`src/rtl/led_pwm_multi_pkg.sv`:
```
// Shared types for the multi-channel LED PWM controller: run modes, breath direction.
// Latency: none (types and constant helpers only).
// Backpressure: none.
package led_pwm_pkg;

   // Run-time mode as presented on the configuration bus.
   typedef enum logic [1:0] {
      MODE_OFF        = 2'd0,
      MODE_SCAN       = 2'd1,
      MODE_STATIC     = 2'd2,
      MODE_BREATH_ALL = 2'd3
   } mode_t;

   // Direction of the breath triangle.
   typedef enum logic {
      DIR_UP   = 1'b0,
      DIR_DOWN = 1'b1
   } dir_t;

   // Width of a channel index; never below one bit so a single-LED build still has a port.
   function automatic int addr_bits(input int n);
      return (n > 1) ? $clog2(n) : 1;
   endfunction

endpackage

```
`src/rtl/led_pwm_multi_if.sv`:
```
// Configuration bus into the LED PWM controller: requested mode plus duty write strobe.
// Latency: none (wires only).
// Backpressure: none; writes are single-cycle strobes that are always accepted.
interface led_pwm_multi_if #(
   parameter int CHANNELS = 8,
   parameter int PWM_BITS = 7
);
   import led_pwm_pkg::*;

   localparam int AW = addr_bits(CHANNELS);

   logic [1:0]          mode;
   logic                wr_en;
   logic [AW-1:0]       wr_addr;
   logic [PWM_BITS-1:0] wr_data;

   modport master (output mode, output wr_en, output wr_addr, output wr_data);
   modport slave  (input  mode, input  wr_en, input  wr_addr, input  wr_data);

endinterface

```
`src/rtl/led_pwm_multi_breath.sv`:
```
// Breath generator: prescaler, triangle brightness level and scan channel index.
// Latency: lvl/ch_idx are registered and move on the tick edge; tick is combinational from the prescaler.
// Backpressure: none; free-running from reset.
module led_pwm_breath
   import led_pwm_pkg::*;
#(
   parameter  int CHANNELS = 8,
   parameter  int PWM_BITS = 7,
   parameter  int PRESCALE = 2097152,
   localparam int AW       = addr_bits(CHANNELS)
) (
   input  logic                i_clk,
   input  logic                i_rst,
   output logic [PWM_BITS-1:0] o_lvl,
   output logic [AW-1:0]       o_ch_idx,
   output logic                o_tick
);

   localparam int                  PRE_W    = $clog2(PRESCALE);
   localparam logic [PRE_W-1:0]    PRE_LAST = PRE_W'(PRESCALE - 1);
   localparam logic [PWM_BITS-1:0] LVL_MAX  = '1;
   localparam logic [PWM_BITS-1:0] LVL_ONE  = PWM_BITS'(1);
   localparam logic [AW-1:0]       CH_LAST  = AW'(CHANNELS - 1);

   logic [PRE_W-1:0]    r_pre_cnt;
   logic [PWM_BITS-1:0] r_lvl;
   dir_t                r_dir;
   logic [AW-1:0]       r_ch_idx;
   logic                w_tick;
   logic                w_scan_step;

   assign w_tick = (r_pre_cnt == PRE_LAST);

   // The scan moves on exactly when the triangle steps from 1 down to 0.
   assign w_scan_step = w_tick && (r_dir == DIR_DOWN) && (r_lvl == LVL_ONE);

   // Prescaler: counts 0..PRESCALE-1 and wraps, tick marks the last count.
   always_ff @(posedge i_clk) begin
      if (i_rst) begin
         r_pre_cnt <= '0;
      end else if (w_tick) begin
         r_pre_cnt <= '0;
      end else begin
         r_pre_cnt <= r_pre_cnt + 1'b1;
      end
   end

   // Triangle 0..MAX..0; the turning points are not repeated, so each end is held for one step only.
   always_ff @(posedge i_clk) begin
      if (i_rst) begin
         r_lvl <= '0;
         r_dir <= DIR_UP;
      end else if (w_tick) begin
         if (r_dir == DIR_UP) begin
            if (r_lvl == LVL_MAX) begin
               r_dir <= DIR_DOWN;
               r_lvl <= LVL_MAX - 1'b1;
            end else begin
               r_lvl <= r_lvl + 1'b1;
            end
         end else begin
            if (r_lvl == '0) begin
               r_dir <= DIR_UP;
               r_lvl <= LVL_ONE;
            end else begin
               r_lvl <= r_lvl - 1'b1;
            end
         end
      end
   end

   // Scan channel index, advanced once per breath cycle in every mode.
   always_ff @(posedge i_clk) begin
      if (i_rst) begin
         r_ch_idx <= '0;
      end else if (w_scan_step) begin
         r_ch_idx <= (r_ch_idx == CH_LAST) ? '0 : r_ch_idx + 1'b1;
      end
   end

   assign o_lvl    = r_lvl;
   assign o_ch_idx = r_ch_idx;
   assign o_tick   = w_tick;

endmodule

```
`src/rtl/led_pwm_multi.sv`:
```
// Multi-channel LED PWM: off / scanning breath / static duty / all-LED breath.
// Latency: LED is one cycle behind the PWM counter; mode and duty take effect at the next period boundary.
// Backpressure: none; duty writes are always accepted, out-of-range channels are dropped.
module led_pwm_multi
   import led_pwm_pkg::*;
#(
   parameter  int CHANNELS = 8,
   parameter  int PWM_BITS = 7,
   parameter  int PRESCALE = 2097152,
   localparam int AW       = addr_bits(CHANNELS)
) (
   input  logic                saatDarbesi,
   input  logic                reset,
   led_pwm_multi_if.slave      cfg_if,
   output logic [CHANNELS-1:0] LED,
   output logic [AW-1:0]       ch_idx,
   output logic                period_start
);

   localparam logic [PWM_BITS-1:0] CNT_LAST = '1;
   localparam logic [AW:0]         CH_LIMIT = (AW + 1)'(CHANNELS);

   logic [PWM_BITS-1:0] r_pwm_cnt;
   logic                r_period_start;
   mode_t               r_mode_act;
   logic [PWM_BITS-1:0] r_shadow_duty [CHANNELS];
   logic [PWM_BITS-1:0] r_active_duty [CHANNELS];
   logic [CHANNELS-1:0] r_led;

   logic                w_boundary;
   logic                w_wr_ok;
   logic [CHANNELS-1:0] w_cmp;
   logic [PWM_BITS-1:0] w_lvl;
   logic [AW-1:0]       w_ch_idx;
   logic                w_unused_tick;

   assign w_boundary = (r_pwm_cnt == CNT_LAST);
   assign w_wr_ok    = cfg_if.wr_en && ({1'b0, cfg_if.wr_addr} < CH_LIMIT);

   led_pwm_breath #(
      .CHANNELS (CHANNELS),
      .PWM_BITS (PWM_BITS),
      .PRESCALE (PRESCALE)
   ) u_breath (
      .i_clk    (saatDarbesi),
      .i_rst    (reset),
      .o_lvl    (w_lvl),
      .o_ch_idx (w_ch_idx),
      .o_tick   (w_unused_tick)
   );

   // Free-running PWM counter; period_start flags the cycle after the wrap point.
   always_ff @(posedge saatDarbesi) begin
      if (reset) begin
         r_pwm_cnt      <= '0;
         r_period_start <= 1'b0;
      end else begin
         r_pwm_cnt      <= r_pwm_cnt + 1'b1;
         r_period_start <= w_boundary;
      end
   end

   // Requested mode is adopted only at a period boundary so no period is cut short.
   always_ff @(posedge saatDarbesi) begin
      if (reset) begin
         r_mode_act <= MODE_OFF;
      end else if (w_boundary) begin
         r_mode_act <= mode_t'(cfg_if.mode);
      end
   end

   // Shadow duty capture; a later write in the same period simply overwrites an earlier one.
   always_ff @(posedge saatDarbesi) begin
      if (reset) begin
         for (int i = 0; i < CHANNELS; i++) begin
            r_shadow_duty[i] <= '0;
         end
      end else if (w_wr_ok) begin
         r_shadow_duty[cfg_if.wr_addr] <= cfg_if.wr_data;
      end
   end

   // Active duty copy at the boundary; a write landing on that same edge waits a full period.
   always_ff @(posedge saatDarbesi) begin
      if (reset) begin
         for (int i = 0; i < CHANNELS; i++) begin
            r_active_duty[i] <= '0;
         end
      end else if (w_boundary) begin
         for (int i = 0; i < CHANNELS; i++) begin
            r_active_duty[i] <= r_shadow_duty[i];
         end
      end
   end

   for (genvar g = 0; g < CHANNELS; g++) begin : g_chan
      logic [PWM_BITS-1:0] w_duty_eff;

      // Per-channel effective duty; breath level is used directly since its steps are slow.
      always_comb begin
         w_duty_eff = '0;
         case (r_mode_act)
            MODE_SCAN:       if (w_ch_idx == AW'(g)) w_duty_eff = w_lvl;
            MODE_STATIC:     w_duty_eff = r_active_duty[g];
            MODE_BREATH_ALL: w_duty_eff = w_lvl;
            default:         w_duty_eff = '0;
         endcase
      end

      assign w_cmp[g] = (r_pwm_cnt < w_duty_eff);
   end

   // Registered LED pins; duty MAX leaves one dark cycle per period by design.
   always_ff @(posedge saatDarbesi) begin
      if (reset) begin
         r_led <= '0;
      end else begin
         r_led <= w_cmp;
      end
   end

   assign LED          = r_led;
   assign ch_idx       = w_ch_idx;
   assign period_start = r_period_start;

endmodule

```
`src/flat_wrapper.sv`:
```
// flat-port wrapper written by rule: the top's interface ports become plain ports
module led_pwm_multi_flat import led_pwm_pkg::*;
#(
   parameter  int CHANNELS = 8,
   parameter  int PWM_BITS = 7,
   parameter  int PRESCALE = 2097152,
   localparam int AW       = addr_bits(CHANNELS)
)
  (saatDarbesi, reset, LED, ch_idx, period_start, cfg_if_mode, cfg_if_wr_en, cfg_if_wr_addr, cfg_if_wr_data);
  led_pwm_multi_if #(.CHANNELS(CHANNELS), .PWM_BITS(PWM_BITS)) cfg_if_i ();
  input  logic saatDarbesi;
  input  logic reset;
  output logic [CHANNELS-1:0] LED;
  output logic [AW-1:0] ch_idx;
  output logic period_start;
  input wire logic [$bits(cfg_if_i.mode)-1:0] cfg_if_mode;
  input wire logic [$bits(cfg_if_i.wr_en)-1:0] cfg_if_wr_en;
  input wire logic [$bits(cfg_if_i.wr_addr)-1:0] cfg_if_wr_addr;
  input wire logic [$bits(cfg_if_i.wr_data)-1:0] cfg_if_wr_data;
  assign cfg_if_i.mode = cfg_if_mode;
  assign cfg_if_i.wr_en = cfg_if_wr_en;
  assign cfg_if_i.wr_addr = cfg_if_wr_addr;
  assign cfg_if_i.wr_data = cfg_if_wr_data;
  led_pwm_multi #(.CHANNELS(CHANNELS), .PWM_BITS(PWM_BITS), .PRESCALE(PRESCALE)) u_core (.saatDarbesi(saatDarbesi), .reset(reset), .cfg_if(cfg_if_i), .LED(LED), .ch_idx(ch_idx), .period_start(period_start));
endmodule
```
`config.mk`:
```
export PLATFORM = sky130hd
export DESIGN_NAME = led_pwm_multi_flat
export DESIGN_NICKNAME = d
export VERILOG_FILES = /design/src/rtl/led_pwm_multi_pkg.sv /design/src/rtl/led_pwm_multi_if.sv /design/src/rtl/led_pwm_multi_breath.sv /design/src/rtl/led_pwm_multi.sv /design/src/flat_wrapper.sv
export SDC_FILE = /design/constraint.sdc
export NUM_CORES = 1
export LEC_CHECK = 0
export BUFFER_PORTS_ARGS = -buffer_cell sky130_fd_sc_hd__buf_2
export CORE_UTILIZATION = 35
export CTS_CLUSTER_SIZE = 14
export DETAILED_ROUTE_END_ITERATION = 10
export PLACE_DENSITY = 0.56
export SLEW_MARGIN = 40
export SYNTH_ARGS = -nofsm -noshare
export SYNTH_HDL_FRONTEND = slang
export SYNTH_HIERARCHICAL = 1
export SYNTH_SLANG_ARGS = --single-unit
export TNS_END_PERCENT = 30
```
`constraint.sdc`:
```
create_clock -name saatDarbesi -period 4.1 [get_ports saatDarbesi]
set_input_delay 0.82 -clock saatDarbesi [delete_from_list [all_inputs] [get_ports saatDarbesi]]
set_output_delay 0.82 -clock saatDarbesi [all_outputs]
set_load 0.01 [all_outputs]
```
# Word-level counts from Yosys, hierarchy flattened
# Memories as Yosys holds them, arrays and structs flattened.
# Cells that the tools add are included.
# word_totals
reg_bits	50
ram_bits	112
input_bits	15
out_inout_bits	12
elab_cells	93
memories	2
# op_classes
add_sub_neg	5
n_lt_le_gt_ge	8
eq_ne	14
n_mux	42
bitwise_logic	8
n_reduce_logical	6
# memory_table
name	words	word_bits	rd	rd_ports_with_merged_regs	write_ports	line	text
u_core.r_active_duty	8	7	8	0	8	led_pwm_multi.sv:27	logic [PWM_BITS-1:0] r_active_duty [CHANNELS];
u_core.r_shadow_duty	8	7	8	0	8	led_pwm_multi.sv:26	logic [PWM_BITS-1:0] r_shadow_duty [CHANNELS];
# op_table
operator	n
$pmux 7 s3	8
$mux 7	20
$lt 7x7->1	8
$add 21x1->21 const B	1
$eq 21x21->1 const B	1
$add 7x1->7 const B	2
$eq 7x7->1 const B	2
$eq 3x3->1 const B	4
$mux 1	12
$or 1x1->1	8
$eq 7x1->1 const B	1
$logic_not 7->1	1
$reduce_or 7->1	1
$sub 7x1->7 const B	1
$eq 3x2->1 const B	2
$mux 3	2
$eq 2x2->1 const B	2
$add 3x1->3 const B	1
$eq 3x1->1 const B	1
$logic_not 3->1	1
$eq 2x1->1 const B	1
$logic_and 1x1->1	2
$reduce_or 2->1	1

# Depth between registers and ports, before layout
# depth
depth_word	5
depth_mapped	11
depth_no_buf	8

# Hierarchy
# Netlist, hierarchy kept.
# modules_own_cells
mod	n_inst	cells_per_inst	area_each_um2	seq_area_each_um2
led_pwm_multi	1	627	7009.2	3723.6
led_pwm_breath	1	225	1874.3	640.6

# Worst setup path before layout
# No wires, ideal clock.
# synth_timing
path_kind	input to register
from	input reset
to	memory u_core.r_active_duty[0][0] (enable)
setup_ns	0.423
t_arrival_ns	2.772
t_required_ns	3.677
slack_ns	0.905
cell_stages	3
n_path_buf	2
cell_sequence	clkbuf_1 > buf_1 > nand2b_1
# synth_rtl
element	line	text
start, declared	flat_wrapper.sv:12	input logic reset;
end, declared	led_pwm_multi.sv:27	

==> impl_results.md <==
- Final GP Congestion: 0.814
- Routed Antenna Nets: 0
- Hold bufs inserted after CTS: 0
- Post-route insts no fill: 1198
- Postcts setup bufs: 0
- Fin. max-slew vios: 0
- Leakage: roughly 3.6 nW
- Critical path class: flop to flop
- Die area: between 0.02 and 0.03 sq mm
- Actual slew at the worst max-slew pin: 0.764 ns
- Layout cell share with drive strength beyond 1: 10.4%
- Maxcap violations: 0
- Starting density of the core: 36.1%
- Max VDD drop: 0.000256 V
- CTS max path bufs: 2
- CTS tree: yes
- Syn Area/Cell: between 10 and 15 sq um
- Flops & latches, synth: around 160
- Clk slew on worst S/H paths: 0.08 ns
- Routed len/inst: 16.5 microns
- Placed instance count: ~1200
- GR Util All Layers: between 10% and 20%
- Final setup viols: 0
- Post-layout worst setup margin: 1.45 ns
- Cell Area, Synth: 0.00888 sq mm
- Synthesis-to-finish area growth: 12.0%
- Number of global-route vias before repair: 5886
- Dpl ws: 1.42 ns
- Maximum fanout along the worst path: 28
- Die H: 161 microns
- WP data arrival: 2.77 ns
- IO Pins: 27
- Final core utilization: 40.4%
- Clock sink count: 162
- Mapped Cells: 852
- HPWL after detailed placement: approximately 14000 microns
- Synth cell types: around 70
- PwrDens: 374 mW/mm^2
- Vias: about 6000
- Setup_tns: 0 ns
- Slowest stage delay, CP: ~0.60 ns
- Worst EP required: 4.22 ns
- Slew margin rel.: about half
- Residual DRC count: 0
- Achievable Freq: ~0.38 GHz
- Final Skew: between 0.01 and 0.015 ns
- First-pass GRT wire length: 32200 microns
- Critical path launch point type: flop
- Synthesized Nets: 923
- Crit end category: flop
- Port buffer count: 26
- Fillers: 2371
- Fin crit share: 64.7%
- Total power: 0.00372 W
- Worst reg2reg setup slack: about 1.4 ns
- Initial antenna violation count: 0
- Final Hold Vio Count: 0
- WL final: about 20000 microns
- Fin crit period: 2.65 ns
- Cell taking the most area after synthesis: edfxtp_1
- Most common flop cell mapped by yosys: edfxtp_1
- Critical path's slowest cell: nand2b_2
- Starting DRT DRC Count: around 560
- HP Class: flop to flop
- Post-CTS sizing: 0
- Std-Cell Rows: 57
- Synth area leaders: edfxtp_1 38%, dfxtp_1 11%, ha_1 7.9%, and2_1 7.5%, a22oi_1 4.1%
- Share of the synthesized area in the top cell type: 37.9%
- Worst skew pair latency: between 0.4 and 0.5 ns
- Async set-reset flop share out of synthesis: 0%
- DR pass1 iterations: 6
- Total core area: 0.0246 sq mm
- Sequential share of the synthesized area: 49.1%
- Syn. warnings: 6
- Largest net degree at the start of global routing: 59
- Most common cell after layout, fill and taps aside: edfxtp_1
- Outcome: finished clean
- Most frequent cells in the layout: 112 x edfxtp_1, 106 x and2_1, 56 x inv_1, 56 x ha_1, 52 x o21ai_0
- Worst-path cell chain: ha_1 -> and3_1 -> nand4_1 -> nand2b_2 -> buf_4
- Number of synthesized flops with an enable pin: around 110
- Via density: 4.98
- Cts bufs inserted: 17
- Clock root buffer: clkbuf_16
- Gr ovfl total: 0
- Die X-Extent: approximately 160 microns
- N_diodes: 0
- CTS H-tree depth: 4
- Unrepaired setup endpoints after global routing: false
- Fin nets: 932
==> path summary, 6_finish.rpt <==
path / startpoint / end / cells past startpoint
max: u_core/r_pwm_cnt[1]$_SDFF_PP0_ / u_core/r_active_duty[0][2]$_SDFFCE_PN0P_ / 5
min: u_core/u_breath/r_pre_cnt[0]$_SDFF_PP0_ / u_core/u_breath/r_pre_cnt[0]$_SDFF_PP0_ / 1
max reg2reg: u_core/r_pwm_cnt[1]$_SDFF_PP0_ / u_core/r_active_duty[0][2]$_SDFFCE_PN0P_ / 5
min reg2reg: u_core/u_breath/r_pre_cnt[0]$_SDFF_PP0_ / u_core/u_breath/r_pre_cnt[0]$_SDFF_PP0_ / 1
==> power by group <==
part	switching [W]	total, W	internal [W]	leakage [nW]
logic	0.000111	0.000178	0.0000672	1.82
registers	0.0000312	0.00185	0.00182	1.51
clock network	0.000791	0.00169	0.000903	0.313
==> through the flow <==
stage / hold slack (ns) / cell area (sq um)
after floorplan: 0.418 / 8880
after global placement: 0.428 / 9280
after detailed placement: 0.441 / 9280
after CTS: 0.457 / 9930
after global routing: 0.470 / 9950
final: 0.453 / 9950
==> cell families after synthesis <==
logic type	count (synthesis)	synth area share [%]
adders and majority gates	56	7.89
DFF	162	49.1
and+or+nand+nor	306	20.2
muxes	10	1.23
buffers and inverters	100	4.62
xor gates and xnor gates	22	2.17
AOI/OAI and AO/OA	196	14.8
==> registers in the layout, summed over array words and instances, names as in the netlist <==
register	cells
u_core/r_active_duty	56
u_core/u_breath/r_dir	1
u_core/LED	8
u_core/r_mode_act	2
u_core/period_start	1
u_core/u_breath/o_lvl	7
u_core/r_pwm_cnt	7
u_core/u_breath/r_pre_cnt	21
u_core/r_shadow_duty	56
u_core/u_breath/o_ch_idx	3
==> critical path: cells and delay by family, from the launching register on <==
family	cells	cell delay (ns)
flops	1	0.59
simple gates	3	1.12
fa+ha+maj	1	0.26
buf+inv	1	0.35
==> synth_stat cells, drive strengths merged, types with 9 or more instances <==
cell type    n
and2       106
o21ai       65
edfxtp     112
or2          9
a22oi       49
clkbuf      29
a21oi       20
inv         57
nor2        43
buf         14
nor4         9
nor2b       26
dfxtp       50
xnor2       16
nand2       28
nand3       22
nand4       11
nor3        22
ha          56
==> layout make-up <==
cell class,instances,area [sq um],share of cell area [%]
well taps,324,405,4.08
repair buffers,33,183,1.84
clock inverters,15,228,2.29
inverters,57,214,2.15
multi-input cells,590,4130,41.5
flip-flops and latches,162,4370,43.9
clock buffers,17,425,4.28
==> layer usage <==
metal,GRT usage [%],vias up,part of all wire (%)
li1,-,3119,-
met1,22.4,2748,52
met2,24.5,94,45
met3,2.70,11,2.7
met4,5.53,0,1.0
met5,0,-,0
Note: power is estimated with default switching activity, not from simulation.
